`src/rtl/rs_entry_scheduler.sv`:
```
// rs_entry_scheduler
// Entry-level controller for one reservation station. It tracks which entries
// are busy and grants up to two allocations per cycle to dispatch: slot 0 gets
// the lowest free entry and slot 1 gets the highest. It also picks one ready
// entry per cycle and presents it through a registered valid/ready issue stage.
//
// Ports:
//   clk           clock, all state updates on rising edge
//   rst           asynchronous active-high reset
//   i_flush       kill all entries and the issue stage at the next edge
//   i_alloc_req   allocation request, bit0 = slot 0, bit1 = slot 1
//   o_alloc_ack   every requested slot granted this cycle (all-or-nothing)
//   o_alloc_ptr0  slot 0 entry (lowest free)
//   o_alloc_ptr1  slot 1 entry (highest free)
//   i_ready       per-entry operands-ready flags
//   o_issue_vld   registered issue valid
//   o_issue_ptr   registered issue entry index
//   i_issue_rdy   functional unit accepts o_issue_ptr
//   o_busy        registered busy bitmap
//   o_free_cnt    number of free entries
module rs_entry_scheduler #(
    parameter int ENT_NUM = 8,
    parameter int ENT_SEL = 3
) (
    input  logic               clk,
    input  logic               rst,
    input  logic               i_flush,
    input  logic [1:0]         i_alloc_req,
    output logic               o_alloc_ack,
    output logic [ENT_SEL-1:0] o_alloc_ptr0,
    output logic [ENT_SEL-1:0] o_alloc_ptr1,
    input  logic [ENT_NUM-1:0] i_ready,
    output logic               o_issue_vld,
    output logic [ENT_SEL-1:0] o_issue_ptr,
    input  logic               i_issue_rdy,
    output logic [ENT_NUM-1:0] o_busy,
    output logic [ENT_SEL:0]   o_free_cnt
);

    logic [ENT_NUM-1:0] busy;
    logic               issue_vld;
    logic [ENT_SEL-1:0] issue_ptr;

    logic [ENT_NUM-1:0] free;
    logic [ENT_SEL-1:0] ptr0;
    logic [ENT_SEL-1:0] ptr1;
    logic [ENT_SEL:0]   free_cnt;
    logic [ENT_SEL:0]   req_cnt;
    logic               alloc_ack;

    logic               fire;
    logic               load_en;
    logic [ENT_NUM-1:0] hold;
    logic [ENT_NUM-1:0] cand;
    logic [ENT_SEL-1:0] pick;
    logic [ENT_NUM-1:0] busy_set;
    logic [ENT_NUM-1:0] busy_clr;

    assign free = ~busy;

    // Free-entry search: descending loop leaves the lowest hit in ptr0,
    // ascending loop leaves the highest hit in ptr1. Both stay 0 when full.
    always_comb begin
        ptr0     = '0;
        ptr1     = '0;
        free_cnt = '0;
        for (int i = ENT_NUM - 1; i >= 0; i--) begin
            if (free[i]) ptr0 = ENT_SEL'(i);
        end
        for (int i = 0; i < ENT_NUM; i++) begin
            if (free[i]) ptr1 = ENT_SEL'(i);
            free_cnt = free_cnt + (ENT_SEL+1)'(free[i]);
        end
    end

    assign req_cnt   = (ENT_SEL+1)'(i_alloc_req[0]) + (ENT_SEL+1)'(i_alloc_req[1]);
    // Requiring two free entries for a dual request guarantees ptr0 != ptr1.
    assign alloc_ack = !i_flush && (free_cnt >= req_cnt);

    assign fire    = issue_vld && i_issue_rdy;
    assign load_en = !issue_vld || i_issue_rdy;

    // The held entry is masked so a stalled or firing entry is never picked twice.
    always_comb begin
        hold = '0;
        if (issue_vld) hold[issue_ptr] = 1'b1;
    end

    assign cand = busy & i_ready & ~hold;

    always_comb begin
        pick = '0;
        for (int i = ENT_NUM - 1; i >= 0; i--) begin
            if (cand[i]) pick = ENT_SEL'(i);
        end
    end

    // Allocation only touches free entries and fire only touches a busy one,
    // so the set and clear masks never overlap.
    always_comb begin
        busy_set = '0;
        if (alloc_ack) begin
            if (i_alloc_req[0]) busy_set[ptr0] = 1'b1;
            if (i_alloc_req[1]) busy_set[ptr1] = 1'b1;
        end
    end

    always_comb begin
        busy_clr = '0;
        if (fire) busy_clr[issue_ptr] = 1'b1;
    end

    always_ff @(posedge clk or posedge rst) begin
        if (rst) begin
            busy      <= '0;
            issue_vld <= 1'b0;
            issue_ptr <= '0;
        end else if (i_flush) begin
            busy      <= '0;
            issue_vld <= 1'b0;
            issue_ptr <= '0;
        end else begin
            busy <= (busy & ~busy_clr) | busy_set;
            if (load_en) begin
                issue_vld <= |cand;
                issue_ptr <= pick;
            end
        end
    end

    assign o_alloc_ack  = alloc_ack;
    assign o_alloc_ptr0 = ptr0;
    assign o_alloc_ptr1 = ptr1;
    assign o_issue_vld  = issue_vld;
    assign o_issue_ptr  = issue_ptr;
    assign o_busy       = busy;
    assign o_free_cnt   = free_cnt;

endmodule

```
`config.mk`:
```
export PLATFORM = sky130hd
export DESIGN_NAME = rs_entry_scheduler
export DESIGN_NICKNAME = d
export VERILOG_FILES = /design/src/rtl/rs_entry_scheduler.sv
export SDC_FILE = /design/constraint.sdc
export NUM_CORES = 1
export LEC_CHECK = 0
export CAP_MARGIN = 40
export CORE_MARGIN = 2
export CORE_UTILIZATION = 50
export DETAILED_ROUTE_END_ITERATION = 12
export PLACE_DENSITY_LB_ADDON = 0.08
export RECOVER_POWER = 25
export SETUP_SLACK_MARGIN = 0.4
export SLEW_MARGIN = 20
export SYNTH_ARGS = -nofsm -noshare
export SYNTH_HDL_FRONTEND = slang
export SYNTH_SLANG_ARGS = --single-unit
```
`constraint.sdc`:
```
create_clock -name clk -period 7.4 [get_ports clk]
set_input_delay 0.74 -clock clk [delete_from_list [all_inputs] [get_ports clk]]
set_output_delay 0.74 -clock clk [all_outputs]
set_load 0.01 [all_outputs]
```
==> reports/summary.txt, run 1 <==
Setup WS post-layout - 2.264 ns
r2r setup slk - 3.64 ns
DR vias - 1244
vias in the first global route - 1138
Synth Area in Adders - 12.42%
Detail Placement HPWL - 2.544 mm
final hold vios - 0
Slew Viols, Final - 0
TritonRoute pass-1 iters - 6
initial antenna violation count - 0
Critical Path, Cell by Cell - fa_1, inv_1, fa_1, fa_1, ha_1, xor2_1, ha_1, o21ai_0, a31oi_1, clkdlybuf4s50_1
Die W - 52.76 um
Max VDD drop - 0.1746 mV
share of layout cells above drive strength 1 - 6.818%
xor and xnor area share after synthesis - 1.474%
pin count of the biggest net entering global routing - 13
kind of critical path - reg2out
hold path cells - 1
initial core utilization - 53.22%
GPL Wtd Cong - 0.8416
final core occ - 70.14%
RSZ-0062 raised after global routing - false
total track usage - 26.35%
Setup WS pre-CTS - 2.535 ns
startpoint types - register
Post-synth EDFFs - 0
initial detailed-routing violation count - 77
WHS Endpoint - o_issue_ptr[0]
Crit path largest cell delay - 0.67 ns
WHS - 0.6248 ns
Post-synth ARST share - 100.0%
worst-margin pin slew - 0.7670 ns
ys flop type - dfrtp_1
post_cts resized - 0
fin crit period - 5.136 ns
Rel. slew slack - 48.63%
Clock Skews - 0.007735 ns
number of antenna diodes - 0
nets - 202
top-area cell type share of the netlist area - 25.26%
most frequent cell on the critical path - fa_1
YS warnings - 0
CP required - 6.66 ns
top cells by count, synth - nand2_1, inv_1, dfrtp_1, a32o_1, nor2_1
worst r2r dst - o_busy[5]
Yosys reg bits - 12
WL/cell - 15.83 um
Max Fanout on Critical Path - 9
Syn Std Cell Area - 1189 um2
Seq/Total Area, Yosys - 25.26%
Setup-failing EPs final - 0
Max clock buf depth - 2
syn_nets - 166
beginning of the worst hold path - o_issue_ptr[0]
first-pass GRT wire length - 5.223 mm
outcome - completed
Post-CTS Setup Bufs - 0
Synth Area in Simple Gates - 22.32%
Max Fclk - 0.1947 GHz
path type of the worst min-delay path - reg2reg
Post-Syn Instances - 142
Core Region - 2233 um2
H-tree depth - 1
Area growth, synth to finish - 31.79%
CP Capture Type - output port
total CTS buffers - 3
worst endpoint data arrival time - 4.40 ns
most frequent cell after synthesis - nand2_1
post-synthesis compound-gate area fraction - 30.74%
Reg2Reg Depth - 10
MaxCap Viol Count - 0
P_leak - 0.0006145 uW
top cells by area, synth - dfrtp_1, a32o_1, ha_1, nand2_1, fa_1
vias per cell - 6.098
row count - 17
Reg-to-Reg Start - o_busy[0]
hold_buf cts - 0
CTS tree - done
top-level I/O count - 37
slowest CP cell - clkdlybuf4s50_1
GR Overflow Total - 0
pwr/cell area - 191.3 nW/um2
Tcrit/Tclk final - 69.40%
# clock sinks - 12
cell taking the most area after synthesis - dfrtp_1
routed wire length - 3.230 mm
# DRC - 0
mux contribution to synthesized area - 0%
CTS clk-pin slew, worst paths - 0.07 ns
synth unique cells - 42
Die Ht - 52.76 um
largest family of logic cells by synthesized area - compound AO/OA/AOI/OAI gates
total negative slack - 0 ns
remaining antenna violation count after routing - 0
syn avg cell area - 8.371 um2
IO buf count - 36
die area - 2783 um2
CTS root buf - clkbuf_4
Worst-Skew Late Latency - 0.27 ns
==> flip-flops by register name (all words and copies together) (netlist names) <==
name and flops:
o_issue_vld 1, o_issue_ptr 3, o_busy 8
==> how the worst max path moves through the flow <==
stage	endpoint	depth (start not counted)	from	slack, ns
2_1_floorplan	o_alloc_ack	9	o_busy[0]	3.33
3_3_place_gp	o_alloc_ack	10	o_busy[0]	2.65
3_5_place_dp	o_alloc_ack	10	o_busy[0]	2.54
6_report	o_alloc_ack	10	o_busy[0]	2.26
5_1_grt	o_alloc_ack	10	o_busy[0]	2.02
4_1_cts	o_alloc_ack	10	o_busy[0]	2.24
==> routing by layer <==
layer | routed length [um] | up-vias | global-route usage, %
li1 | - | 594 | -
met1 | 1306 | 562 | 31.79
met2 | 1590 | 74 | 46.67
met3 | 273 | 14 | 5.429
met4 | 60 | 0 | 7.692
met5 | 0 | - | 0
==> critical path: cells and delay by family (launching register included) <==
kind / cells / cell delay, ns
adders and majority gates: 5 / 2.05
DFF: 1 / 0.48
xor gates and xnor gates: 1 / 0.19
AOI/OAI and AO/OA: 2 / 0.67
buffers and inverters: 2 / 0.72
==> cells in the final DEF, fill, tap and decap left out, drive strengths merged, types with 2 or more instances in the layout <==
cell	n
clkdlybuf4s50	35
o21ai	7
a21oi	4
o211a	2
o211ai	4
a32o	10
and3	3
nand2	21
fa	3
nor2	9
nor3	2
nand3	8
o311ai	2
clkbuf	3
nand2b	3
ha	7
dfrtp	12
inv	14
nor2b	3
a31oi	4
o2bb2ai	2
o22ai	4
==> area by class of cell <==
type | count | area [um2]
Clock buffer | 3 | 22.52
Fill cell | 195 | 666.9
Inverter | 14 | 52.55
Multi-Input combinational cell | 111 | 795.8
Sequential cell | 12 | 300.3
Tap cell | 28 | 35.03
Timing Repair Buffer | 36 | 360.3
==> power by group <==
part / leakage (uW) / switching [uW] / internal [uW]
clock: 0.0000138 / 18.9 / 18.8
combinational: 0.000439 / 80.8 / 92.9
sequential: 0.000162 / 16.7 / 71.6
==> logic make-up (layout without fill, tap and decap cells) <==
logic type               count (synthesis)  after routing
AO/OA/AOI/OAI                           46             46
XOR/XNOR                                 2              2
buffers and inverters                   19             53
AND/OR/NAND/NOR                         53             53
flip-flops                              12             12
adder cells (fa/ha/maj)                 10             10
==> per-stage QoR <==
step | total power (uW) | cell area (um2) | std cells
floorplan | 182.1 | 1189 | 142
global placement | 255.7 | 1544 | 201
detailed placement | 263.0 | 1544 | 201
CTS | 301.0 | 1567 | 204
global route | 324.6 | 1567 | 204
finish | 299.7 | 1567 | 204
Power figures use the tool's default switching activity.
==> inputs of run 2 (changes only) <==
Settings changed: CORE_UTILIZATION 50 to 46.
Clock period 7.4 ns to 4.9 ns, I/O delays scaled along.
==> run 2 against run 1 <==
Clock power increased by 110%; critical path depth is 1 higher; worst setup slack got worse by 1.7 ns; utilization down 1.9 points; non-clock buffer count grew 10; clock-buffer cell count increased by 1; critical path type unchanged; combinational power up 61%; register-to-register slack worse by 2.3 ns; wire length rose by 6.3%; first-iteration DRC count up 5.2%; flip-flop and latch count did not move.
==> reports/summary.txt, run 2 (synthesis gave the netlist of run 1 again) <==
outcome - completed
CTS tree - done
Max VDD drop - 0.3703 mV (+110%)
Worst-Skew Late Latency - 0.28 ns (about the same)
TritonRoute pass-1 iters - 4 (-2)
Reg2Reg Depth - 12 (+2)
worst r2r dst - o_busy[4]
Clock Skews - 0.005054 ns (-0.002681 ns)
Tcrit/Tclk final - 89.05%
Max clock buf depth - 2 (unchanged)
DR vias - 1284 (+3.2%)
Power Internal - 306.0 uW (+67%)
pwr/cell area - 293.9 nW/um2 (+54%)
combinational power share - 56.8% (-1.2 points)
clock share of power - 16.3% (+3.7 points)
remaining antenna violation count after routing - 0 (unchanged)
CP required - 4.41 ns (-2.25 ns)
final core occ - 68.20% (-1.9 points)
WL/cell - 15.82 um (-0.11%)
nets - 212 (+5.0%)
worst-margin pin slew - 0.4845 ns (-0.2825 ns)
kind of critical path - reg2out
Detail Placement HPWL - 2.585 mm (+1.6%)
fin crit period - 4.363 ns
r2r setup slk - 1.32 ns (-2.32 ns)
CTS root buf - clkbuf_4
Slew Viols, Final - 0 (unchanged)
GPL Wtd Cong - 0.8315 (-1.2%)
Setup WS post-layout - 0.5365 ns (-1.728 ns)
total negative slack - 0 ns (unchanged)
startpoint types - register
worst endpoint data arrival time - 3.87 ns (-0.53 ns)
share of layout cells above drive strength 1 - 14.44% (+7.6 points)
switching share of total power - 37.82% (-1.0 points)
initial core utilization - 48.42% (-4.8 points)
Max Fclk - 0.2292 GHz
Reg-to-Reg Start - o_busy[0]
H-tree depth - 1 (unchanged)
hold_buf cts - 0 (unchanged)
Setup-failing EPs final - 0 (unchanged)
max reg flops - 8 (unchanged)
Filler cells - 219 (+12%)
IO buf count - 36 (unchanged)
initial antenna violation count - 0 (unchanged)
Core Region - 2455 um2 (+9.9%)
die area - 3007 um2 (+8.0%)
vias in the first global route - 1112 (-2.3%)
commonest non-fill, non-tap cells in the layout - clkdlybuf4s50_1, nand2_1, inv_1, a32o_1, buf_4
Max Fanout on Critical Path - 6 (-3)
Rel. slew slack - 67.70% (+19 points)
total CTS buffers - 3 (unchanged)
number of antenna diodes - 0 (unchanged)
P_leak - 0.0006698 uW (+9.0%)
Sw Pwr - 186.1 uW (+60%)
row count - 18 (+1)
Setup WS pre-CTS - 0.6993 ns (-1.836 ns)
Die Ht - 54.84 um (+3.9%)
Die W - 54.84 um (+3.9%)
initial detailed-routing violation count - 81 (+5.2%)
total track usage - 25.01% (-1.3 points)
CP Capture Type - output port
vias per cell - 5.917 (-3.0%)
most common cell after layout, fill and taps aside - clkdlybuf4s50_1
pin count of the biggest net entering global routing - 13 (unchanged)
Area growth, synth to finish - 40.84%
first-pass GRT wire length - 5.237 mm (+0.27%)
routed wire length - 3.432 mm (+6.3%)
sequential share of power - 26.9% (-2.6 points)
final hold vios - 0 (unchanged)
# DRC - 0 (unchanged)
CTS clk-pin slew, worst paths - 0.08 ns (about the same)
path type of the worst min-delay path - in2async
RSZ-0062 raised after global routing - false
# clock sinks - 12 (unchanged)
GR Overflow Total - 0 (unchanged)
top-level I/O count - 37 (unchanged)
MaxCap Viol Count - 0 (unchanged)
-- run 2: cell types whose count changed in the layout (fill, tap and decap cells not counted) --
cell / previous run / this run
buf_4: 0 / 10
clkbuf_8: 0 / 1
dfrtp_1: 12 / 9
dfrtp_2: 0 / 3
ha_1: 7 / 6
ha_4: 0 / 1
-- run 2: worst max-delay path by stage --
stage	from	endpoint	slack, ns	depth (start not counted)
after detailed placement	o_busy[0]	o_alloc_ack	0.70	11
after CTS	o_busy[3]	o_alloc_ack	0.41	11
after floorplan	o_busy[0]	o_alloc_ack	1.08	9
after global placement	o_busy[0]	o_alloc_ack	0.78	11
after global routing	o_busy[0]	o_alloc_ack	0.43	11
final	o_busy[0]	o_alloc_ack	0.54	11
-- run 2: worst max-delay path, cell delays in order, from the launching register on --
cell             delay [ns]
dfrtp_2                0.45
fa_1                   0.54
inv_1                  0.05
fa_1                   0.47
fa_1                   0.52
ha_1                   0.21
xor2_1                 0.16
ha_1                   0.28
o21ai_0                0.07
a31oi_1                0.17
buf_4                  0.13
clkdlybuf4s50_1        0.52
-- run 2: metrics by stage --
stage / total power, uW / area (um2) / hold slack (ns) / cells
after floorplan: 275.1 / 1189 / 0.3547 / 142
after global placement: 388.1 / 1554 / 0.6139 / 204
after detailed placement: 398.2 / 1554 / 0.6096 / 204
after CTS: 480.2 / 1592 / 0.5038 / 208
after global routing: 528.9 / 1674 / 0.6404 / 217
final: 492.1 / 1674 / 0.6271 / 217
-- run 2: area by class of cell --
cell class                 instances  area [um2]  share of cell area [%]
multi-input combinational        111       808.3                   48.28
inverter                          14       52.55                   3.139
sequential                        12       304.0                   18.16
timing repair buffer              46       435.4                   26.01
tap                               30       37.54                   2.242
clock buffer                       4       36.28                   2.167
-- run 2: repair_timing --
action,in CTS,in global routing
gates resized for setup,1,3
setup buffers,0,9
setup endpoints to repair,1,1
-- run 2: power groups by stage --
stage               clock (uW)  sequential, uW  combinational, uW
floorplan                    0             126                149
global placement             0             133                255
detailed placement           0             135                264
CTS                       82.8             133                264
global route              86.2             134                308
finish                    80.2             132                280
-- run 2: routing by layer --
metal / wire length [um] / up-vias / GRT usage (%)
met5: 0 / - / 0
met4: 68 / 0 / 8.333
met3: 281 / 11 / 6.011
met2: 1667 / 58 / 40.87
met1: 1415 / 598 / 32.09
li1: - / 617 / -
==> inputs of run 3 (changes only) <==
==> constraint.sdc (replaced) <==
create_clock -name clk -period 4.9 [get_ports clk]
set_input_delay 0.735 -clock clk [delete_from_list [all_inputs] [get_ports clk]]
set_output_delay 0.735 -clock clk [all_outputs]
set_load 0.01 [all_outputs]
==> run 3 against run 2 <==
First-iteration DRC count shrank 33%; clock skew decreased by 0.0045 ns; utilization down 3.6 points; critical path type unchanged.
==> reports/summary.txt, run 3 (synthesis gave the netlist of run 1 again) <==
WHS Endpoint - o_issue_ptr[0]
pin count of the biggest net entering global routing - 13 (unchanged)
routed wire length - 3.267 mm (-4.8%)
Clock Skews - 0.0005510 ns (-0.004503 ns)
Tcrit/Tclk final - 89.03% (about the same)
row count - 18 (unchanged)
WL/cell - 15.71 um (-0.69%)
kind of critical path - reg2out
initial detailed-routing violation count - 54 (-33%)
combinational power share - 58.4% (+1.6 points)
IO buf count - 36 (unchanged)
MaxCap Viol Count - 0 (unchanged)
RSZ-0062 raised after global routing - false
vias in the first global route - 1126 (+1.3%)
first-pass GRT wire length - 5.257 mm (+0.38%)
r2r setup slk - 1.25 ns (-0.07 ns)
total track usage - 24.61% (-0.40 points)
total negative slack - 0 ns (unchanged)
Die Ht - 54.84 um (unchanged)
Filler cells - 224 (+2.3%)
Setup WS post-layout - 0.5374 ns (+0.0008090 ns)
GPL Wtd Cong - 0.8747 (+5.2%)
switching share of total power - 38.92% (+1.1 points)
top-level I/O count - 37 (unchanged)
Setup-failing EPs final - 0 (unchanged)
CTS tree - done
Detail Placement HPWL - 2.647 mm (+2.4%)
Core Region - 2455 um2 (unchanged)
vias per cell - 5.971 (+0.91%)
share of layout cells above drive strength 1 - 8.989% (-5.4 points)
GR Overflow Total - 0 (unchanged)
DR vias - 1242 (-3.3%)
Slew Viols, Final - 0 (unchanged)
most frequent cell on the critical path - fa_1
Overall Power - 457.2 uW (-7.1%)
commonest non-fill, non-tap cells in the layout - clkdlybuf4s50_1, nand2_1, inv_1, a32o_1, dfrtp_1
startpoint types - register
Reg-to-Reg Start - o_busy[0]
hold path cells - 1
# DRC - 0 (unchanged)
total CTS buffers - 3 (unchanged)
sequential share of power - 29.2% (+2.3 points)
path type of the worst min-delay path - reg2reg
initial core utilization - 48.42% (unchanged)
worst r2r dst - o_busy[4]
Power Internal - 279.3 uW (-8.7%)
number of antenna diodes - 0 (unchanged)
Max Fanout on Critical Path - 8 (+2)
die area - 3007 um2 (unchanged)
Die W - 54.84 um (unchanged)
Rel. slew slack - 69.69% (+2.0 points)
most common cell after layout, fill and taps aside - clkdlybuf4s50_1
worst-margin pin slew - 0.4547 ns (-0.02984 ns)
Max Fclk - 0.2292 GHz (about the same)
Max clock buf depth - 2 (unchanged)
outcome - completed
P_leak - 0.0006226 uW (-7.1%)
TritonRoute pass-1 iters - 4 (unchanged)
beginning of the worst hold path - o_issue_ptr[0]
# clock sinks - 12 (unchanged)
Max VDD drop - 0.2593 mV (-30%)
CTS root buf - clkbuf_4
Reg2Reg Depth - 12 (unchanged)
H-tree depth - 1 (unchanged)
pwr/cell area - 288.4 nW/um2 (-1.9%)
CP Capture Type - output port
slowest CP cell - fa_1
Critical Path, Cell by Cell - fa_1, inv_1, fa_1, fa_1, ha_1, xor2_1, ha_1, o21ai_0, a31oi_1, dlygate4sd2_1
worst endpoint data arrival time - 3.63 ns (-0.24 ns)
Worst-Skew Late Latency - 0.26 ns (-0.02 ns)
remaining antenna violation count after routing - 0 (unchanged)
Crit path largest cell delay - 0.55 ns (about the same)
clock share of power - 12.4% (-3.9 points)
Setup WS pre-CTS - 0.4914 ns (-0.2079 ns)
Area growth, synth to finish - 33.37%
WHS - 0.6395 ns (+0.01242 ns)
max reg flops - 8 (unchanged)
CP required - 4.16 ns (-0.25 ns)
final hold vios - 0 (unchanged)
hold_buf cts - 0 (unchanged)
CTS clk-pin slew, worst paths - 0.06 ns (-0.02 ns)
Sw Pwr - 178.0 uW (-4.4%)
fin crit period - 4.363 ns (-0.0008090 ns)
final core occ - 64.58% (-3.6 points)
nets - 204 (-3.8%)
initial antenna violation count - 0 (unchanged)
[run 3: cell types whose count changed in the layout (fill, tap and decap cells not counted), sizes merged]
| cell | previous run | this run |
|---|---|---|
| buf | 10 | 2 |
| clkdlybuf4s50 | 35 | 34 |
| dlygate4sd2 | 0 | 1 |
| clkbuf | 4 | 3 |
[run 3: worst max-delay path, delay by kind of cell (launching register included)]
kind                     cells  cell delay (ns)
AO/OA/AOI/OAI                2             0.29
buffers and inverters        2             0.35
adder cells (fa/ha/maj)      5             2.05
flip-flops                   1             0.47
XOR/XNOR                     1             0.19
[run 3: final cells by class]
class,count,area [um2],share of cell area (%)
multi-input combinational,111,795.8,50.20
timing repair buffer,38,374.1,23.60
sequential,12,302.8,19.10
inverter,14,52.55,3.315
tap,30,37.54,2.368
clock buffer,3,22.52,1.421
[run 3: through the flow]
stage / instances / instance area [um2]
finish: 208 / 1585
global route: 208 / 1585
CTS: 207 / 1578
detailed placement: 204 / 1554
global placement: 204 / 1554
floorplan: 142 / 1189
[run 3: worst max path at each step]
stage,startpoint,to,slack [ns],cells past startpoint
2_1_floorplan,o_busy[0],o_alloc_ack,0.84,9
3_3_place_gp,o_busy[0],o_alloc_ack,0.61,10
3_5_place_dp,o_busy[0],o_alloc_ack,0.49,10
4_1_cts,o_busy[0],o_alloc_ack,0.51,10
5_1_grt,o_busy[0],o_alloc_ack,0.40,10
6_report,o_busy[0],o_alloc_ack,0.54,10
[run 3: power by group through the flow]
stage / registers, uW / logic, uW / clock network, uW
after floorplan: 126 / 149 / 0
after global placement: 133 / 255 / 0
after detailed placement: 134 / 268 / 0
after CTS: 133 / 268 / 58.7
after global routing: 136 / 295 / 65.1
final: 133 / 267 / 56.8
[run 3: routing by layer]
layer | up-vias | track usage [%] | wire length [um]
met1 | 569 | 31.37 | 1387
li1 | 604 | - | -
met3 | 8 | 3.005 | 205
met4 | 0 | 6.667 | 43
met2 | 61 | 43.25 | 1631
met5 | - | 0 | 0
[run 3: what timing repair did]
action,in CTS,in global routing
pin swaps,0,1
setup buffers,0,1
gates resized for setup,3,0
endpoints found under the setup margin,1,1
